$ cat src/rtl/xr_pkg.sv
// Shared xriscv definitions: load/store funct3 encodings, lsu state enum, constants.
// The lsu optionally traps misaligned accesses when LSU_MISALIGN_TRAP_EN is defined.
package xr_pkg;

  localparam logic [2:0] F3_LB  = 3'b000;
  localparam logic [2:0] F3_LH  = 3'b001;
  localparam logic [2:0] F3_LW  = 3'b010;
  localparam logic [2:0] F3_LBU = 3'b100;
  localparam logic [2:0] F3_LHU = 3'b101;
  localparam logic [2:0] F3_SB  = 3'b000;
  localparam logic [2:0] F3_SH  = 3'b001;
  localparam logic [2:0] F3_SW  = 3'b010;

  localparam logic [31:0] ALL0 = 32'h0000_0000;
  localparam logic [31:0] ALL1 = 32'hFFFF_FFFF;

  typedef enum logic [1:0] {
    ST_IDLE,
    ST_REQ,
    ST_WAIT,
    ST_DONE
  } lsu_state_e;

  function automatic logic f3_illegal(input logic is_load, input logic [2:0] f3);
    if (is_load) return !(f3 inside {F3_LB, F3_LH, F3_LW, F3_LBU, F3_LHU});
    return !(f3 inside {F3_SB, F3_SH, F3_SW});
  endfunction

endpackage

$ cat src/rtl/lsu_align.sv
// Lane steering between the lsu and the 32-bit data bus: store byte enables and
// replication, load lane select with sign/zero extension. Purely combinational.
module lsu_align
  import xr_pkg::*;
(
  input  logic [1:0]  st_size,
  input  logic [1:0]  st_off,
  input  logic [31:0] st_data,
  output logic [3:0]  st_be,
  output logic [31:0] st_wdata,
  input  logic [2:0]  ld_funct3,
  input  logic [1:0]  ld_off,
  input  logic [31:0] ld_rdata,
  output logic [31:0] ld_data
);

  logic [7:0]  ld_byte;
  logic [15:0] ld_half;
  logic        ld_sext;

  always_comb begin
    st_be    = 4'b1111;
    st_wdata = st_data;
    case (st_size)
      2'b00: begin
        st_be    = 4'b0001 << st_off;
        st_wdata = {4{st_data[7:0]}};
      end
      2'b01: begin
        st_be    = st_off[1] ? 4'b1100 : 4'b0011;
        st_wdata = {2{st_data[15:0]}};
      end
      default: ;
    endcase
  end

  always_comb begin
    ld_byte = ld_rdata[7:0];
    case (ld_off)
      2'b01:   ld_byte = ld_rdata[15:8];
      2'b10:   ld_byte = ld_rdata[23:16];
      2'b11:   ld_byte = ld_rdata[31:24];
      default: ;
    endcase
    ld_half = ld_off[1] ? ld_rdata[31:16] : ld_rdata[15:0];
    // funct3[2] set means the unsigned variants LBU/LHU
    ld_sext = ~ld_funct3[2];
    case (ld_funct3[1:0])
      2'b00:   ld_data = (ld_sext & ld_byte[7]) ? {ALL1[31:8], ld_byte} : {ALL0[31:8], ld_byte};
      2'b01:   ld_data = (ld_sext & ld_half[15]) ? {ALL1[31:16], ld_half} : {ALL0[31:16], ld_half};
      default: ld_data = ld_rdata;
    endcase
  end

endmodule

$ cat src/rtl/lsu.sv
// xriscv load/store unit: single-outstanding req/gnt/rvalid data bus master with watchdog.
// Define LSU_MISALIGN_TRAP_EN to abort misaligned half/word accesses with ls_err.
module lsu
  import xr_pkg::*;
#(
  parameter int TIMEOUT = 255
) (
  input  logic        clk,
  input  logic        rstb,
  input  logic        ex_valid,
  input  logic        op_load,
  input  logic        op_store,
  input  logic [2:0]  funct3,
  input  logic [31:0] imm_signed,
  input  logic [31:0] rs1_val,
  input  logic [31:0] rs2_val,
  input  logic [4:0]  dest,
  output logic        ls_done,
  output logic        ls_err,
  output logic        rd_we,
  output logic [4:0]  rd_addr,
  output logic [31:0] rd_wdata,
  output logic        d_req,
  output logic        d_we,
  output logic [31:0] d_addr,
  output logic [3:0]  d_be,
  output logic [31:0] d_wdata,
  input  logic        d_gnt,
  input  logic        d_rvalid,
  input  logic [31:0] d_rdata,
  output lsu_state_e  dbg_state
);

  // Bus handshake: d_req and all d_* hold steady from the cycle after accept until
  // d_gnt is sampled high; a load then waits for d_rvalid (earliest the next cycle).
  localparam int CW = $clog2(TIMEOUT + 2);
  localparam logic [CW-1:0] CNT_LAST = CW'(TIMEOUT - 1);

  lsu_state_e  state_q, state_d;
  logic        is_load_q, is_load_d;
  logic [2:0]  f3_q, f3_d;
  logic [1:0]  off_q, off_d;
  logic [4:0]  dest_q, dest_d;
  logic [CW-1:0] cnt_q, cnt_d;
  logic        d_req_q, d_req_d, d_we_q, d_we_d;
  logic [31:0] d_addr_q, d_addr_d, d_wdata_q, d_wdata_d;
  logic [3:0]  d_be_q, d_be_d;
  logic        ls_done_q, ls_done_d, ls_err_q, ls_err_d, rd_we_q, rd_we_d;
  logic [4:0]  rd_addr_q, rd_addr_d;
  logic [31:0] rd_wdata_q, rd_wdata_d;

  logic [31:0] eff, st_wdata, ld_data;
  logic [3:0]  st_be;
  logic        misalign, acc_err, wd_expire;

  assign eff = rs1_val + imm_signed;

`ifdef LSU_MISALIGN_TRAP_EN
  assign misalign = ((funct3[1:0] == 2'b01) && eff[0]) ||
                    ((funct3[1:0] == 2'b10) && (eff[1:0] != 2'b00));
`else
  assign misalign = 1'b0;
`endif

  assign acc_err   = f3_illegal(op_load, funct3) | misalign;
  assign wd_expire = (TIMEOUT != 0) && (cnt_q == CNT_LAST);

  lsu_align u_align (
    .st_size   (funct3[1:0]),
    .st_off    (eff[1:0]),
    .st_data   (rs2_val),
    .st_be     (st_be),
    .st_wdata  (st_wdata),
    .ld_funct3 (f3_q),
    .ld_off    (off_q),
    .ld_rdata  (d_rdata),
    .ld_data   (ld_data)
  );

  always_comb begin
    state_d    = state_q;
    is_load_d  = is_load_q;
    f3_d       = f3_q;
    off_d      = off_q;
    dest_d     = dest_q;
    cnt_d      = cnt_q;
    d_req_d    = d_req_q;
    d_we_d     = d_we_q;
    d_addr_d   = d_addr_q;
    d_be_d     = d_be_q;
    d_wdata_d  = d_wdata_q;
    ls_done_d  = 1'b0;
    ls_err_d   = 1'b0;
    rd_we_d    = 1'b0;
    rd_addr_d  = 5'd0;
    rd_wdata_d = ALL0;
    case (state_q)
      ST_IDLE: begin
        if (ex_valid && (op_load || op_store)) begin
          is_load_d = op_load;
          f3_d      = funct3;
          off_d     = eff[1:0];
          dest_d    = dest;
          cnt_d     = '0;
          if (acc_err) begin
            state_d   = ST_DONE;
            ls_done_d = 1'b1;
            ls_err_d  = 1'b1;
          end else begin
            state_d   = ST_REQ;
            d_req_d   = 1'b1;
            d_we_d    = ~op_load;
            d_addr_d  = {eff[31:2], 2'b00};
            d_be_d    = st_be;
            d_wdata_d = op_load ? ALL0 : st_wdata;
          end
        end
      end
      ST_REQ, ST_WAIT: begin
        cnt_d = cnt_q + CW'(1);
        if (state_q == ST_REQ && d_gnt) begin
          state_d   = is_load_q ? ST_WAIT : ST_DONE;
          ls_done_d = ~is_load_q;
        end else if (state_q == ST_WAIT && d_rvalid) begin
          state_d   = ST_DONE;
          ls_done_d = 1'b1;
          if (dest_q != 5'd0) begin
            rd_we_d    = 1'b1;
            rd_addr_d  = dest_q;
            rd_wdata_d = ld_data;
          end
        end else if (wd_expire) begin
          state_d   = ST_DONE;
          ls_done_d = 1'b1;
          ls_err_d  = 1'b1;
        end
        // Any exit from REQ (grant or watchdog) releases the bus
        if (state_d != ST_REQ) begin
          d_req_d   = 1'b0;
          d_we_d    = 1'b0;
          d_addr_d  = ALL0;
          d_be_d    = 4'b0000;
          d_wdata_d = ALL0;
        end
      end
      default: state_d = ST_IDLE;
    endcase
  end

  always_ff @(posedge clk or negedge rstb) begin
    if (!rstb) begin
      state_q    <= ST_IDLE;
      is_load_q  <= 1'b0;
      f3_q       <= 3'd0;
      off_q      <= 2'd0;
      dest_q     <= 5'd0;
      cnt_q      <= '0;
      d_req_q    <= 1'b0;
      d_we_q     <= 1'b0;
      d_addr_q   <= ALL0;
      d_be_q     <= 4'b0000;
      d_wdata_q  <= ALL0;
      ls_done_q  <= 1'b0;
      ls_err_q   <= 1'b0;
      rd_we_q    <= 1'b0;
      rd_addr_q  <= 5'd0;
      rd_wdata_q <= ALL0;
    end else begin
      state_q    <= state_d;
      is_load_q  <= is_load_d;
      f3_q       <= f3_d;
      off_q      <= off_d;
      dest_q     <= dest_d;
      cnt_q      <= cnt_d;
      d_req_q    <= d_req_d;
      d_we_q     <= d_we_d;
      d_addr_q   <= d_addr_d;
      d_be_q     <= d_be_d;
      d_wdata_q  <= d_wdata_d;
      ls_done_q  <= ls_done_d;
      ls_err_q   <= ls_err_d;
      rd_we_q    <= rd_we_d;
      rd_addr_q  <= rd_addr_d;
      rd_wdata_q <= rd_wdata_d;
    end
  end

  assign ls_done   = ls_done_q;
  assign ls_err    = ls_err_q;
  assign rd_we     = rd_we_q;
  assign rd_addr   = rd_addr_q;
  assign rd_wdata  = rd_wdata_q;
  assign d_req     = d_req_q;
  assign d_we      = d_we_q;
  assign d_addr    = d_addr_q;
  assign d_be      = d_be_q;
  assign d_wdata   = d_wdata_q;
  assign dbg_state = state_q;

endmodule

$ cat config.mk
export PLATFORM = sky130hd
export DESIGN_NAME = lsu
export DESIGN_NICKNAME = d
export VERILOG_FILES = /design/src/rtl/xr_pkg.sv /design/src/rtl/lsu_align.sv /design/src/rtl/lsu.sv
export SDC_FILE = /design/constraint.sdc
export NUM_CORES = 1
export LEC_CHECK = 0
export CORE_UTILIZATION = 30
export DETAILED_ROUTE_END_ITERATION = 10
export PLACE_DENSITY = 0.7
export SYNTH_ARGS = -nofsm -noshare
export SYNTH_HDL_FRONTEND = slang
export SYNTH_HIERARCHICAL = 1
export SYNTH_SLANG_ARGS = --single-unit
$ cat constraint.sdc
create_clock -name clk -period 1.83 [get_ports clk]
set_input_delay 0.4575 -clock clk [delete_from_list [all_inputs] [get_ports clk]]
set_output_delay 0.4575 -clock clk [all_outputs]
set_load 0.005 [all_outputs]
==> results.txt, run 1 <==
Internal: 12200 uW
Crit path capture type: flop
Core area: 0.02628 mm^2
Hold_ws: 0.4377 ns
DP Worst Slack: -1.106 ns
Die ar.: 0.02773 mm^2
Rows: 59
Static Leakage: 0.006686 uW
Synth warn: 6
CTS tree: yes
Worst vdd ir: 0.7009 mV
# port buffers: 252
Worst Path Required: 2.13 ns
Critical Path Source Type: input pin
Vias in the first global route: 8414
IO Pins: 255
Switching share of power: 37.56%
CTS Buf Count: 17
Fin. Hold Viols: 0
ANT nets after route: 0
Syn avg cell area: 9.690 um^2
Worst Path Class, Setup: in -> reg
Synth Instances: 838
H-tree levels: 4
Root buf cell: clkbuf_16
Switch Pwr: 7341 uW
Setup WS post-layout: -0.2380 ns
Final net count: 1451
TNS Setup: -9.163 ns
Synth-to-layout area growth: 78.61%
Initial Util: 30.90%
Combinational group share of total power: 59.9%
Seq/Total Area, Yosys: 40.06%
Die height: 166.5 um
Initial antenna violation count: 1
DRC: 8
Crit Path Max Fanout: 4
Detailed Routing Iterations Pass 1: 8
GRT Total Usage: 20.23%
Detail Placement HPWL: 20040 um
Ys async rst share: 100.0%
CP Data Arrival Time: 2.36 ns
Largest net degree at the start of global routing: 39
Hold WC Path Type: in -> reg
Status: complete, but fails checks
R2R Setup Slk: -0.20 ns
Critical R2R Capture: d_addr[31]$_DFFE_PN0P_
Routed via count: 8166
Final Max Slew Viols: 0
Failing checks: design-rule violations, negative setup slack
GRT overflow: 0
Seq pwr share: 22.7%
Final count of negative-setup-slack endpoints: 100
R2r worst-path depth: 10
Period utilisation layout: 113.0%
R2r startpoint: dbg_state[1]$_DFFE_PN0P_
Fill cells: 2193
Area share of the largest cell type after synthesis: 40.06%
Global-route wire length before repair: 44370 um
Initial DRC count: 548
Longest Clk Path Bufs: 2
Power per cell area: 1348 mW/mm^2
Final Wtd Congestion: 0.8827
F_max: 483.6 MHz
Clock Sinks: 130
Synthesis-stage register bit count: 130
Cell Area, Synth: 0.008120 mm^2
Worst-path clk slew: 0.07 ns
Max cap viols: 0
Netlist cell types: 70
Worst setup endpoint: d_addr[26]$_DFFE_PN0P_
Synth Flop Type: dfrtp_1
Final WL: 29130 um
Min Tclk post-route: 2.068 ns
Main area contributors after synthesis: dfrtp_1 (40%), ha_1 (5.7%), nand2_1 (4.9%), mux2_2 (4.0%), a22o_1 (3.9%)
Die span in x: 166.5 um
RSZ-0062 raised after global routing: true
Routed wire per std cell: 17.99 um
Clock share of power: 17.4%
Vias/cell: 5.044
Area leader, netlist: dfrtp_1
Source of the critical timing path: rs1_val[0]
Layout cells sized above 1: 38.58%
Pwr Total: 19550 uW
Number of flops mapped to enable cells by yosys: 0
Worst-skew pair later-pin latency: 0.42 ns
Clock skew: 0.01465 ns
final cells by class:
| class | count | area [um^2] | share of cell area (%) |
|---|---|---|---|
| antenna | 1 | 2.502 | 0.01725 |
| clock buffer | 18 | 439.2 | 3.028 |
| clock inverter | 14 | 138.9 | 0.9576 |
| inverter | 14 | 57.56 | 0.3968 |
| multi-input combinational | 626 | 5443 | 37.53 |
| sequential | 130 | 3253 | 22.43 |
| tap | 335 | 419.2 | 2.890 |
| timing repair buffer | 481 | 4751 | 32.76 |
metrics by stage:
stage               std cells  util [%]  area [um^2]
CTS                      1598     52.78        13870
global route             1619     55.19        14500
detailed placement       1521     46.56        12240
floorplan                 839         -         8379
global placement         1521     46.56        12240
finish                   1619     55.19        14500
repair_timing:
item                                    in CTS  in global routing
hold buffers                                 1                  0
buffers inserted                            37                 19
pin swaps                                  118                 70
cloned                                       9                  5
endpoints found under the setup margin     102                120
gates resized for setup                    269                117
hold endpoints to repair                    29                  0
synth_stat cells (all sizes together), types with 7 or more instances:
cell type,instances
dfrtp,130
clkbuf,28
and2,39
o21a,8
mux2i,12
buf,41
xor2,9
nand2,106
inv,14
nand3,21
ha,37
a21oi,51
o31ai,8
nor2,27
a22o,36
a211oi,10
and3,8
a21o,18
a31oi,9
o21ai,59
mux4,7
nor3,11
o221ai,8
mux2,29
o22ai,10
nor2b,18
xnor2,15
o211ai,20
logic make-up (layout without fill, tap and decap cells):
family / Yosys count / after routing / share of synthesized area [%]
other cells: 1 / 3 / 0.04618
xor+xnor: 24 / 24 / 2.589
fa+ha+maj: 38 / 38 / 5.948
mux: 48 / 48 / 7.442
buf+inv: 83 / 527 / 5.454
compound gates: 260 / 260 / 23.11
simple gates: 254 / 254 / 15.35
flops: 130 / 130 / 40.06
worst max-delay path: stages:
cell      delay, ns
buf_6          0.10
ha_4           0.15
fa_2           0.37
a21oi_4        0.18
o21ai_2        0.10
o21ai_4        0.19
buf_4          0.15
a31oi_4        0.09
o21ai_4        0.20
o21ai_4        0.10
mux2i_1        0.16
o311ai_1       0.11
cells in the final DEF, fill, tap and decap left out, types with 14 or more instances in the layout:
cell type        Yosys  layout
ha_4                 0      28
nor2_1              27      20
mux2_2              29      29
nand3_1             21      15
and2_1              38      22
nand2_4              0      14
dfrtp_1            130     130
a22o_1              36      36
a21oi_1             49      32
a21o_1              18      18
clkdlybuf4s50_1      0     173
buf_12               0      17
clkbuf_16            0      22
dlygate4sd2_1        0      31
buf_4               13     178
nand2_1            106      80
buf_6                7      28
nor2b_1             18      18
dlymetal6s2s_1       0      20
xnor2_1             15      14
o21ai_0             47      21
o21ai_1             11      21
and2_4               1      17
sequential cells by signal, indices dropped and copies added, names as in the netlist:
name       count
cnt_q          9
off_q          2
d_we           1
d_wdata       32
rd_we          1
d_addr        30
dest_q         5
ls_done        1
dbg_state      2
ls_err         1
rd_addr        5
d_be           4
is_load_q      1
rd_wdata      32
f3_q           3
d_req          1
power groups by stage:
stage               Sequential [uW]  Clock, uW  Combinational [uW]
floorplan                      4330          0                4380
global placement               4380          0                8200
detailed placement             4390          0                8320
CTS                            4400       3470               10700
global route                   4530       3590               12500
finish                         4430       3400               11700
routing by layer:
layer | routed length [um] | part of all wire [%] | global-route usage (%) | up-vias
li1 | - | - | - | 3900
met1 | 12100 | 42 | 24.50 | 3998
met2 | 14910 | 51 | 35.48 | 229
met3 | 1545 | 5.3 | 4.206 | 39
met4 | 580 | 2.0 | 7.005 | 0
met5 | 0 | 0 | 0 | -
worst min path at each step:
| stage | startpoint | endpoint | depth (start not counted) |
|---|---|---|---|
| 5_1_grt | imm_signed[0] | off_q[0]$_DFFE_PN0P_ | 3 |
| 6_report | imm_signed[0] | off_q[0]$_DFFE_PN0P_ | 3 |
| 3_3_place_gp | rstb | d_wdata[25]$_DFFE_PN0P_ | 1 |
| 3_5_place_dp | rstb | d_wdata[18]$_DFFE_PN0P_ | 1 |
| 4_1_cts | imm_signed[0] | off_q[0]$_DFFE_PN0P_ | 3 |
| 2_1_floorplan | rstb | cnt_q[0]$_DFFE_PN0P_ | 0 |
Power figures use the tool's default switching activity.
==> inputs of run 2 (changes only) <==
--- a/config.mk
+++ b/config.mk
@@ -5,9 +5,11 @@
 export SDC_FILE = /design/constraint.sdc
 export NUM_CORES = 1
 export LEC_CHECK = 0
+export CORE_ASPECT_RATIO = 2
 export CORE_UTILIZATION = 30
 export DETAILED_ROUTE_END_ITERATION = 10
 export PLACE_DENSITY = 0.7
+export SETUP_SLACK_MARGIN = 0.4
 export SYNTH_ARGS = -nofsm -noshare
 export SYNTH_HDL_FRONTEND = slang
 export SYNTH_HIERARCHICAL = 1
==> run 2 against run 1 <==
Against the previous run: worst hold slack worse by 0.047 ns; the run ends with negative setup slack left; sequential power hardly changed; critical endpoint is now d_addr[4]$_DFFE_PN0P_; wire length is 14% higher; worst setup slack worse by 0.064 ns; via count is 9.6% higher; utilization is 2.2 points higher.
==> results.txt, run 2 (synthesized netlist as in run 1, its figures left out) <==
ANT nets after route: 0
TNS Setup: -12.75 ns
RSZ-0062 raised after global routing: true
Least-Margin Pin Slew: 0.5128 ns
R2r worst-path depth: 10
Switching share of power: 37.38%
Worst Path Class, Setup: in -> reg
Final Wtd Congestion: 0.9096
Vias in the first global route: 9558
Critical path, cell by cell: buf_6, ha_4, fa_2, a21oi_4, buf_6, buf_6, buf_6, buf_6, buf_6, buf_6, buf_6, buf_6, buf_6, o21bai_1, xnor2_1, o31ai_2
CTS tree: yes
Detail Placement HPWL: 22120 um
Worst vdd ir: 0.9259 mV
Relative slew slack: 65.57%
Failing checks: negative setup slack
Vias/cell: 5.221
GRT Total Usage: 23.36%
# port buffers: 252
Die span in x: 118.3 um
Largest net degree at the start of global routing: 45
Switch Pwr: 8209 uW
R2r startpoint: dbg_state[1]$_DFFE_PN0P_
Initial DRC count: 479
N_diodes: 0
Most common cell after layout, fill and taps aside: buf_4
Rows: 84
Pwr Total: 21960 uW
Core area: 0.02649 mm^2
Static Leakage: 0.007225 uW
Slowest cell delay on critical path: 0.36 ns
Worst Hold Endpoint: off_q[0]$_DFFE_PN0P_
Crit path capture type: flop
Root buf cell: clkbuf_16
Crit Path Max Fanout: 2
Clock skew: 0.01882 ns
Final Max Slew Viols: 0
GRT overflow: 0
Initial Util: 30.66%
Final WL: 33250 um
Period utilisation layout: 116.5%
Worst-path clk slew: 0.06 ns
HP Start: imm_signed[0]
Longest Clk Path Bufs: 2
Critical R2R Capture: d_wdata[8]$_DFFE_PN0P_
Worst Path Required: 2.17 ns
Cell mode on critical path: buf_6
CP Data Arrival Time: 2.47 ns
F_max: 469.1 MHz
Clock Sinks: 130
DRC: 0
Max cap viols: 0
Final net count: 1538
H-tree levels: 4
Hold depth: 3
Die height: 234.7 um
Status: complete, but fails checks
R2R Setup Slk: -0.24 ns
Routed via count: 8948
Worst-skew pair later-pin latency: 0.45 ns
Clock share of power: 17.5%
Setup WS post-layout: -0.3017 ns
Synth-to-layout area growth: 87.12%
Final count of negative-setup-slack endpoints: 89
Power per cell area: 1445 mW/mm^2
Die ar.: 0.02777 mm^2
Hold WC Path Type: in -> reg
Most frequent cells in the layout: buf_4 (228), dfrtp_1 (127), buf_2 (112)
Hold_ws: 0.3912 ns
CTS Buf Count: 17
Fin. Hold Viols: 0
Slowest cell on the critical path: fa_2
Detailed Routing Iterations Pass 1: 5
Seq pwr share: 20.3%
Internal: 13750 uW
Layout cells sized above 1: 53.58%
Critical Path Source Type: input pin
Global-route wire length before repair: 50090 um
Min Tclk post-route: 2.132 ns
IO Pins: 255
Combinational group share of total power: 62.1%
Initial antenna violation count: 0
Routed wire per std cell: 19.40 um
## run 2: layout make-up
cell class / instances / area [um^2]
inverter: 14 / 57.56
tap: 344 / 430.4
clock inverter: 15 / 227.7
multi-input combinational: 626 / 5729
clock buffer: 17 / 425.4
timing repair buffer: 568 / 5067
fill: 2215 / 11290
sequential: 130 / 3257
## run 2: worst max-delay path, delay by kind of cell
| kind | cells | cell delay [ns] |
|---|---|---|
| XOR/XNOR | 1 | 0.16 |
| adder cells (fa/ha/maj) | 2 | 0.51 |
| buffers and inverters | 10 | 0.84 |
| AO/OA/AOI/OAI | 3 | 0.50 |
## run 2: power by group through the flow
| stage | registers, uW | logic, uW | clock network (uW) |
|---|---|---|---|
| 6_report | 4460 | 13600 | 3850 |
| 5_1_grt | 4540 | 14400 | 4050 |
| 3_5_place_dp | 4450 | 9090 | 0 |
| 2_1_floorplan | 4350 | 4790 | 0 |
| 3_3_place_gp | 4440 | 8950 | 0 |
| 4_1_cts | 4420 | 12100 | 3930 |
## run 2: per-stage QoR
stage,cells,setup slack [ns],instance area [um^2],util (%)
after global placement,1550,-1.042,12520,47.27
after detailed placement,1550,-1.128,12520,47.27
final,1714,-0.3017,15190,57.37
after CTS,1680,-0.2796,14440,54.52
after floorplan,839,-0.4208,8562,-
after global routing,1714,-0.3348,15190,57.37
## run 2: how the worst max path moves through the flow
stage | depth (start not counted) | start | endpoint
final | 16 | rs1_val[0] | d_addr[4]$_DFFE_PN0P_
after global routing | 16 | rs1_val[0] | d_addr[4]$_DFFE_PN0P_
after CTS | 11 | rs1_val[0] | d_addr[24]$_DFFE_PN0P_
after detailed placement | 11 | imm_signed[0] | d_addr[24]$_DFFE_PN0P_
after global placement | 11 | imm_signed[0] | d_addr[30]$_DFFE_PN0P_
after floorplan | 10 | imm_signed[0] | d_addr[24]$_DFFE_PN0P_
## run 2: repair_timing
action	in CTS	in global routing
pin swaps	130	46
endpoints found under the hold margin	41	0
gates resized for setup	751	123
gates cloned	12	0
hold buffers	1	0
buffers inserted	85	34
setup endpoints to repair	240	201
## run 2: metal layers
layer | share of wire (%) | GRT usage [%]
met2 | 57 | 45.72
met3 | 4.4 | 3.544
met4 | 5.6 | 15.42
met5 | 0 | 0
met1 | 33 | 21.79
==> inputs of run 3 (changes only) <==
==> constraint.sdc (replaced) <==
create_clock -name clk -period 1.83 [get_ports clk]
set_input_delay 0.4575 -clock clk [delete_from_list [all_inputs] [get_ports clk]]
set_output_delay 0.4575 -clock clk [all_outputs]
set_load 0.02 [all_outputs]
==> run 3 against run 2 <==
Against the previous run: the run still ends with negative setup slack left; sequential cell count unchanged; combinational power is 7% higher; worst setup slack worse by 0.032 ns; clock power decreased by 7.5%; count of clock-buffer cells in the layout is 6 higher; sequential power increased by 2%; largest power group unchanged; highest routed layer unchanged.
==> results.txt, run 3 (synthesized netlist as in run 1, its figures left out) <==
Status: complete, but fails checks
Failing checks: negative setup slack
Critical Path Source Type: input pin
Setup WS post-layout: -0.3342 ns
Detail Placement HPWL: 22630 um
Initial antenna violation count: 0
Period utilisation layout: 118.3%
Clock Sinks: 130
Worst Path Class, Setup: in -> reg
GRT Total Usage: 23.53%
Critical path, cell by cell: buf_6, ha_4, fa_2, a21oi_4, o21ai_2, o21ai_4, buf_6, a31oi_4, o21ai_2, buf_6, o21ai_4, mux2i_1, o311ai_1
Global-route wire length before repair: 49910 um
Crit Path Max Fanout: 4
Detailed Routing Iterations Pass 1: 4
Worst-path clk slew: 0.06 ns
Layout cells sized above 1: 52.31%
Final Wtd Congestion: 0.8847
Cell mode on critical path: buf_6
DRC: 0
Slowest cell delay on critical path: 0.38 ns
# port buffers: 252
RSZ-0062 raised after global routing: true
Synth-to-layout area growth: 90.83%
Longest Clk Path Bufs: 2
Rows: 84
Buf/Inv on CP: 3
Initial Util: 30.66%
Most common cell after layout, fill and taps aside: buf_4
Relative slew slack: 65.41%
CP Data Arrival Time: 2.46 ns
Clock skew: 0.009519 ns
Final WL: 33070 um
Final Max Slew Viols: 0
Worst Path Required: 2.12 ns
CP top delay family: compound AO/OA/AOI/OAI gates
F_max: 462.1 MHz
Vias/cell: 5.154
GRT overflow: 0
Least-Margin Pin Slew: 0.5183 ns
Power per cell area: 1463 mW/mm^2
Final net count: 1533
Routed wire per std cell: 19.35 um
Max cap viols: 0
H-tree levels: 4
Die ar.: 0.02777 mm^2
Routed via count: 8808
CTS Buf Count: 17
Final count of negative-setup-slack endpoints: 100
Die height: 234.7 um
Die span in x: 118.3 um
Root buf cell: clkbuf_16
Hold_ws: 0.4313 ns
Hold WC Path Type: in -> reg
CTS tree: yes
N_diodes: 0
DP Worst Slack: -1.248 ns
IO Pins: 255
Most frequent cells in the layout: buf_4 (240), buf_6 (138), dfrtp_1 (127)
Core area: 0.02649 mm^2
Crit path capture type: flop
ANT nets after route: 0
Fin. Hold Viols: 0
Worst-skew pair later-pin latency: 0.43 ns
Slowest cell on the critical path: fa_2
Worst vdd ir: 0.9688 mV
Initial DRC count: 450
TNS Setup: -16.17 ns
Static Leakage: 0.007242 uW
Vias in the first global route: 9315
Largest net degree at the start of global routing: 44
Min Tclk post-route: 2.164 ns
Fill cells: 2155
## run 3: per-stage QoR
stage	instances	power (uW)	util (%)	cell area, um^2
floorplan	839	10050	-	8610
global placement	1553	14310	47.58	12600
detailed placement	1553	14470	47.58	12600
CTS	1666	21190	55.24	14630
global route	1709	23790	58.51	15500
finish	1709	22680	58.51	15500
## run 3: path summary, 6_finish.rpt
| kind | from | end | slack, ns | cells after the start |
|---|---|---|---|---|
| worst max-delay path | rs1_val[0] | d_addr[26]$_DFFE_PN0P_ | -0.33 | 13 |
| worst min-delay path | imm_signed[0] | off_q[0]$_DFFE_PN0P_ | 0.43 | 3 |
| max in group asynchronous | rstb | d_wdata[1]$_DFFE_PN0P_ | 0.73 | 3 |
| worst max register to register | dbg_state[1]$_DFFE_PN0P_ | d_wdata[17]$_DFFE_PN0P_ | -0.29 | 11 |
| worst min register to register | d_addr[12]$_DFFE_PN0P_ | d_addr[12]$_DFFE_PN0P_ | 0.51 | 2 |
| min in group asynchronous | rstb | rd_addr[1]$_DFF_PN0_ | 0.52 | 2 |
## run 3: area by class of cell
cell class | count | area (um^2) | share of cell area [%]
Clock inverter | 9 | 128.9 | 0.8317
Inverter | 14 | 55.05 | 0.3553
Clock buffer | 23 | 478.0 | 3.084
Sequential cell | 130 | 3257 | 21.02
Multi-Input combinational cell | 627 | 5707 | 36.83
Tap cell | 344 | 430.4 | 2.778
Timing Repair Buffer | 562 | 5440 | 35.11
## run 3: where the power goes
| part | switching [uW] | internal, uW |
|---|---|---|
| Combinational | 6790 | 7780 |
| Clock | 1320 | 2250 |
| Sequential | 739 | 3800 |
## run 3: worst min-delay path, cell delays in order
cell and delay (ns):
buf_6 0.07, ha_4 0.15, mux2_4 0.14
## run 3: what timing repair did
action,CTS,global route
pin swaps,117,70
resized for setup,853,150
setup buffers,69,41
endpoints found under the setup margin,240,222
gates cloned,11,2
endpoints found under the hold margin,32,0
hold buffers,1,0
## run 3: routing by layer
metal | part of all wire, % | vias up | GRT usage (%) | wire length [um]
li1 | - | 4068 | - | -
met1 | 33 | 4283 | 21.91 | 10840
met2 | 57 | 355 | 46.68 | 18880
met3 | 4.5 | 102 | 3.689 | 1500
met4 | 5.6 | 0 | 14.06 | 1846
met5 | 0 | - | 0 | 0
